`src/rtl/riscv_pkg.sv`:
```
// Shared RV32I core widths, decoded control bundle layout and write-back select encodings.
package riscv_pkg;

  localparam int unsigned XLEN   = 32;
  localparam int unsigned RA_W   = 5;
  localparam int unsigned CTRL_W = 16;

  typedef enum logic [1:0] {
    WB_PC4 = 2'b00,
    WB_ALU = 2'b01,
    WB_MEM = 2'b10
  } wb_sel_e;

  // Opaque to ID/EX; the layout only matters to the ALU/branch/write-back consumers.
  typedef struct packed {
    logic [6:0] rsvd;
    logic [2:0] branch;
    wb_sel_e    wb_sel;
    logic [3:0] alu_op;
  } ctrl_t;

endpackage

```
`src/rtl/id_ex_fwd_mux.sv`:
```
// Operand resolver: x0, MEM forward, WB forward, same-edge WB shadow, then register file data.
module id_ex_fwd_mux
  import riscv_pkg::*;
(
  input  logic [RA_W-1:0] rs,
  input  logic            mem_we,
  input  logic [RA_W-1:0] mem_rd,
  input  logic [XLEN-1:0] mem_data,
  input  logic            wb_we,
  input  logic [RA_W-1:0] wb_rd,
  input  logic [XLEN-1:0] wb_data,
  input  logic            sh_v,
  input  logic [XLEN-1:0] sh_d,
  input  logic [XLEN-1:0] rf_rdata,
  output logic [XLEN-1:0] op
);

  always_comb begin
    op = rf_rdata;
    if (rs == '0) begin
      op = '0;
    end else if (mem_we && (mem_rd == rs)) begin
      op = mem_data;
    end else if (wb_we && (wb_rd == rs)) begin
      op = wb_data;
    end else if (sh_v) begin
      op = sh_d;
    end
  end

endmodule

```
`src/rtl/id_ex_stage.sv`:
```
// ID/EX pipeline register with operand forwarding, load-use bubble and valid/ready handshake.
// Optional ID_EX_PERF_EN adds saturating stall and bubble counters.
module id_ex_stage
  import riscv_pkg::*;
(
  input  logic              clk,
  input  logic              rst_n,
  input  logic              flush,
  input  logic              id_valid,
  output logic              id_ready,
  input  logic [XLEN-1:0]   id_pc,
  input  logic [RA_W-1:0]   id_rs1,
  input  logic [RA_W-1:0]   id_rs2,
  input  logic [RA_W-1:0]   id_rd,
  input  logic [XLEN-1:0]   id_imm,
  input  logic [CTRL_W-1:0] id_ctrl,
  input  logic              id_mem_re,
  input  logic              id_reg_we,
  output logic [RA_W-1:0]   rf_r1,
  output logic [RA_W-1:0]   rf_r2,
  input  logic [XLEN-1:0]   rf_rdata1,
  input  logic [XLEN-1:0]   rf_rdata2,
  input  logic              mem_we,
  input  logic [RA_W-1:0]   mem_rd,
  input  logic [XLEN-1:0]   mem_data,
  input  logic              wb_we,
  input  logic [RA_W-1:0]   wb_rd,
  input  logic [XLEN-1:0]   wb_data,
  output logic              ex_valid,
  input  logic              ex_ready,
  output logic [XLEN-1:0]   ex_pc,
  output logic [RA_W-1:0]   ex_rd,
  output logic [XLEN-1:0]   ex_imm,
  output logic [CTRL_W-1:0] ex_ctrl,
  output logic              ex_mem_re,
  output logic              ex_reg_we,
  output logic [XLEN-1:0]   ex_op1,
  output logic [XLEN-1:0]   ex_op2
`ifdef ID_EX_PERF_EN
  ,
  output logic [31:0]       perf_stall_cnt,
  output logic [31:0]       perf_bubble_cnt
`endif
);

  logic            ex_adv;
  logic            load_use;
  logic [RA_W-1:0] ex_rs1;
  logic [RA_W-1:0] ex_rs2;
  ctrl_t           ex_ctrl_q;
  logic            sh1_v;
  logic            sh2_v;
  logic [XLEN-1:0] sh1_d;
  logic [XLEN-1:0] sh2_d;

  assign ex_adv   = !ex_valid || ex_ready;
  assign load_use = ex_valid && ex_mem_re && (ex_rd != '0) &&
                    ((id_rs1 == ex_rd) || (id_rs2 == ex_rd));
  assign id_ready = ex_adv && !load_use && !flush;

  // While stalled the register file keeps re-reading the held sources so rf data stays current.
  assign rf_r1 = ex_adv ? id_rs1 : ex_rs1;
  assign rf_r2 = ex_adv ? id_rs2 : ex_rs2;

  assign ex_ctrl = ex_ctrl_q;

  always_ff @(posedge clk or negedge rst_n) begin
    if (!rst_n) begin
      ex_valid  <= 1'b0;
      ex_pc     <= '0;
      ex_rd     <= '0;
      ex_imm    <= '0;
      ex_ctrl_q <= '0;
      ex_mem_re <= 1'b0;
      ex_reg_we <= 1'b0;
      ex_rs1    <= '0;
      ex_rs2    <= '0;
    end else if (flush) begin
      ex_valid <= 1'b0;
    end else if (ex_adv) begin
      ex_valid  <= id_valid && id_ready;
      ex_pc     <= id_pc;
      ex_rd     <= id_rd;
      ex_imm    <= id_imm;
      ex_ctrl_q <= ctrl_t'(id_ctrl);
      ex_mem_re <= id_mem_re;
      ex_reg_we <= id_reg_we;
      ex_rs1    <= id_rs1;
      ex_rs2    <= id_rs2;
    end
  end

  // The register file returns pre-write data when read and write hit the same edge.
  always_ff @(posedge clk or negedge rst_n) begin
    if (!rst_n) begin
      sh1_v <= 1'b0;
      sh2_v <= 1'b0;
      sh1_d <= '0;
      sh2_d <= '0;
    end else begin
      sh1_v <= wb_we && (wb_rd != '0) && (wb_rd == rf_r1);
      sh2_v <= wb_we && (wb_rd != '0) && (wb_rd == rf_r2);
      sh1_d <= wb_data;
      sh2_d <= wb_data;
    end
  end

  id_ex_fwd_mux u_fwd1 (
    .rs       (ex_rs1),
    .mem_we   (mem_we),
    .mem_rd   (mem_rd),
    .mem_data (mem_data),
    .wb_we    (wb_we),
    .wb_rd    (wb_rd),
    .wb_data  (wb_data),
    .sh_v     (sh1_v),
    .sh_d     (sh1_d),
    .rf_rdata (rf_rdata1),
    .op       (ex_op1)
  );

  id_ex_fwd_mux u_fwd2 (
    .rs       (ex_rs2),
    .mem_we   (mem_we),
    .mem_rd   (mem_rd),
    .mem_data (mem_data),
    .wb_we    (wb_we),
    .wb_rd    (wb_rd),
    .wb_data  (wb_data),
    .sh_v     (sh2_v),
    .sh_d     (sh2_d),
    .rf_rdata (rf_rdata2),
    .op       (ex_op2)
  );

`ifdef ID_EX_PERF_EN
  always_ff @(posedge clk or negedge rst_n) begin
    if (!rst_n) begin
      perf_stall_cnt  <= '0;
      perf_bubble_cnt <= '0;
    end else begin
      if (id_valid && !id_ready && !flush && (perf_stall_cnt != '1)) begin
        perf_stall_cnt <= perf_stall_cnt + 32'd1;
      end
      if (id_valid && ex_adv && load_use && !flush && (perf_bubble_cnt != '1)) begin
        perf_bubble_cnt <= perf_bubble_cnt + 32'd1;
      end
    end
  end
`endif

endmodule

```
`config.mk`:
```
export PLATFORM = sky130hd
export DESIGN_NAME = id_ex_stage
export DESIGN_NICKNAME = d
export VERILOG_FILES = /design/src/rtl/riscv_pkg.sv /design/src/rtl/id_ex_fwd_mux.sv /design/src/rtl/id_ex_stage.sv
export SDC_FILE = /design/constraint.sdc
export NUM_CORES = 1
export LEC_CHECK = 0
export CORE_AREA = 2 2 159 161
export DETAILED_ROUTE_END_ITERATION = 7
export DIE_AREA = 0 0 161 163
export PLACE_DENSITY = 0.62
export REMOVE_ABC_BUFFERS = 1
export SYNTH_ARGS = -nofsm -noshare
export SYNTH_HDL_FRONTEND = slang
export SYNTH_SLANG_ARGS = --single-unit
```
`constraint.sdc`:
```
create_clock -name clk -period 3.9 [get_ports clk]
set_input_delay 1.17 -clock clk [delete_from_list [all_inputs] [get_ports clk]]
set_output_delay 1.17 -clock clk [all_outputs]
set_load 0.02 [all_outputs]
```
==> impl_results.md <==
- Initial Util: 31.08%
- CTS tree: done
- Cell taking the most area after synthesis: dfrtp_1
- H-Tree Depth: 4
- Cell count after synthesis: 624
- Max_cap viols: 0
- Crit path cell chain: buf_8, buf_12, xnor2_4, nand4_4, or2_4, buf_16, a211o_1, a21boi_2, buf_6
- Post-synthesis adder-cell area fraction: 0%
- Multi-input logic area: 4524 µm²
- RD Place Congestion: ~0.87
- Grt ovf: 0
- Crit-path slowest cell: or2_4
- Die area: ~26000 µm²
- Avg Vias per Cell: between 4 and 5
- Area delta synth->final: 85.48%
- Synth async-reset ratio: 100.0%
- Crit end category: primary output
- Final Slew Violations: 0
- Fraction of layout cells with a size suffix above 1: between 30 and 40%
- Leading post-synthesis cells by cell area: dfrtp_1 43%, mux2_1 15%, mux2i_1 8.4%, mux2_2 5.4%, a21boi_2 4.4%
- Maximum clock frequency: around 0.26 GHz
- Final Hold Vio Count: 0
- R2R depth: 5
- Root Driver: clkbuf_16
- Slowest cell delay on critical path: around 350 ps
- Die span in y: between 150 and 200 µm
- Peak VDD IR: about 0.23 mV
- Largest family of logic cells by synthesized area: multiplexers
- Simple-Gate Fraction of Synth Area: 5.891%
- Post-synthesis mux area share: between 20% and 30%
- Synth cell count leaders: 132 x dfrtp_1, 102 x mux2_1, 64 x mux2i_1
- Setup crit end: ex_op1[6]
- Failing checks: negative setup slack
- # IOs: approximately 410
- CP delay by family, top: buffers and inverters
- Die width: around 160 µm
- Pwr/cell area: around 350 nW/µm²
- Total GRT Usage: roughly a quarter
- First-pass iteration count of the detailed router: 4
- Final Instance Area: 14220 µm²
- Most frequent cell after synthesis: dfrtp_1
- Setup CP Type: in2out
- Longest Clk Path Bufs: 2
- Compound-Gate Fraction of Synth Area: around an eighth
- Yosys cell types: 36
- Drt wl/cell: 21.82 µm
- Dpl hpwl: roughly 21 mm
- Worst flop-to-flop path startpoint: ex_valid
- Row count: a little under 60
- Routed Antenna Nets: 0
- Leakage: 5.680 nW
- Synth Flop Type: dfrtp_1
- First-pass GRT wire length: about 47 mm
- Reg2Reg Setup Slack: approximately 1500 ps
- Fin Hold WS: ~480 ps
- Worst slew margin: 21.67%
- Status: finished, violations left
- Sequential cell area fraction in the yosys report: 43.08%
- Startpoint Class: input port
- Fin crit share: 100.4%
- Final WL: ~32 mm
- Avg Cell Area, Syn: about 12 µm²
- Unrepaired setup endpoints after global routing: true
- Core area: 24670 µm²
- PnR worst setup slack: -17.03 ps
- Post-synth top area share: between 40% and 50%
- Post-synth EDFFs: 0
- Largest net degree at the start of global routing: between 60 and 70
- CP max FO: 8
- CP Launch Point: wb_rd[4]
- Post-Synthesis Cell Area: 7667 µm²
- NumNets Final: between 1000 and 1500
- TritonCTS buffer count: 17
- Synth Area in XOR/XNOR: 4.667%
- DP Area: 12400 µm²
- Fin util: between 50% and 60%
- First DRT Iteration DRCs: 339
- Clock sink total: between 100 and 150
- Clk Latency, worst-skew pair: between 400 and 500 ps
- Yosys reg bits: 132
- Final setup viols: 7
- Yosys warns: 0
- Crit path buffers/inverters: 4
- Register area: between 3000 and 4000 µm²
- DRC Markers: 0
- Number of global-route vias before repair: ~7600
- Clock transition at the registers of the reported paths: roughly 70 ps
- R2r endpoint: ex_pc[7]
- Worst Hold Depth: 1
- Worst min path class: reg2reg
- Req. time, crit path: roughly 2700 ps
- Crit path DAT: between 2000 and 3000 ps
- Number of buffers added on ports: 404
- Via count: slightly above 7000
- Critical path depth: 9
- Clock skew: between 6 and 7 ps
- Slew @ Worst Pin: 1175 ps
- Fin crit period: ~3900 ps
- Initial antenna violation count: 4
- CTS Hold Bufs: 0
- Fillers: between 2000 and 2500
power breakdown:
part / leakage [nW] / switching (mW) / internal, mW
logic: 3.85 / 0.786 / 0.947
clock network: 0.285 / 0.753 / 0.858
registers: 1.54 / 0.111 / 1.52
total: 5.68 / 1.65 / 3.32
state kept, by name, indices dropped and copies added (netlist names), 5 cells and up:
signal and cells:
ex_imm 32, ex_pc 32, sh2_d 32, ex_ctrl 16, ex_rd 5, ex_rs1 5, ex_rs2 5
cells in the final DEF (no fill, tap or decap), drive strengths merged, types with 2 or more instances in the layout:
master / instances
clkdlybuf4s50: 315
buf: 181
mux2: 139
dfrtp: 132
mux2i: 64
nor3: 37
nand2: 34
a211o: 32
a21boi: 32
o2bb2ai: 32
xor2: 20
xnor2: 20
clkbuf: 17
dlygate4sd2: 13
inv: 11
diode: 4
or4: 3
nand3: 3
nor2: 3
nor4: 3
nand4: 3
clkinv: 3
and3: 2
o21ai: 2
nand2b: 2
nor2b: 2
timing repair:
action	4_1_cts	5_1_grt
buffers inserted	17	1
endpoints found under the hold margin	0	0
gates cloned	15	0
gates resized for setup	467	73
endpoints found under the setup margin	75	72
pin swaps	52	36
logic make-up after synthesis:
group / count (synthesis)
compound gates: 101
simple gates: 93
mux: 203
flops: 132
xor+xnor: 40
buf+inv: 55
per-layer routing:
metal,track usage (%),vias up,part of all wire [%]
li1,-,3262,-
met1,27.42,3478,39
met2,40.81,356,50
met3,8.607,52,8.5
met4,8.563,2,2.6
met5,0,-,0.041
per-stage QoR:
step	setup TNS, ps	total power, mW	std cells	worst slack [ps]
2_1_floorplan	-302420	2.298	569	-3902
3_3_place_gp	-55730	3.222	1379	-1030
3_5_place_dp	-58580	3.225	1379	-1069
4_1_cts	-392.3	4.959	1441	-51.26
5_1_grt	-3958	5.200	1444	-113.9
6_report	-63.24	4.973	1445	-17.03
final cells by class:
cell class,count,area share [%]
Sequential cell,132,23.24
Antenna cell,4,0.07039
Clock inverter,15,1.082
Timing Repair Buffer,510,37.90
Tap cell,330,2.903
Multi-Input combinational cell,437,31.81
Clock buffer,17,2.991
worst min path at each step:
stage / end / from / slack, ps
3_3_place_gp: ex_imm[14] / ex_imm[14] / 470
6_report: ex_imm[2] / ex_imm[2] / 480
2_1_floorplan: ex_rs2[1] / ex_rs2[1] / 550
3_5_place_dp: ex_pc[11] / ex_pc[11] / 470
4_1_cts: ex_imm[2] / ex_imm[2] / 490
5_1_grt: ex_imm[2] / ex_imm[2] / 490
worst register-to-register path, stage by stage (launching register included):
cell and delay [ps]:
dfrtp_1 450, nand2b_4 110, nor2b_4 140, buf_4 620
buf_4 620, mux2_1 390
Note: power is estimated with default switching activity, not from simulation.
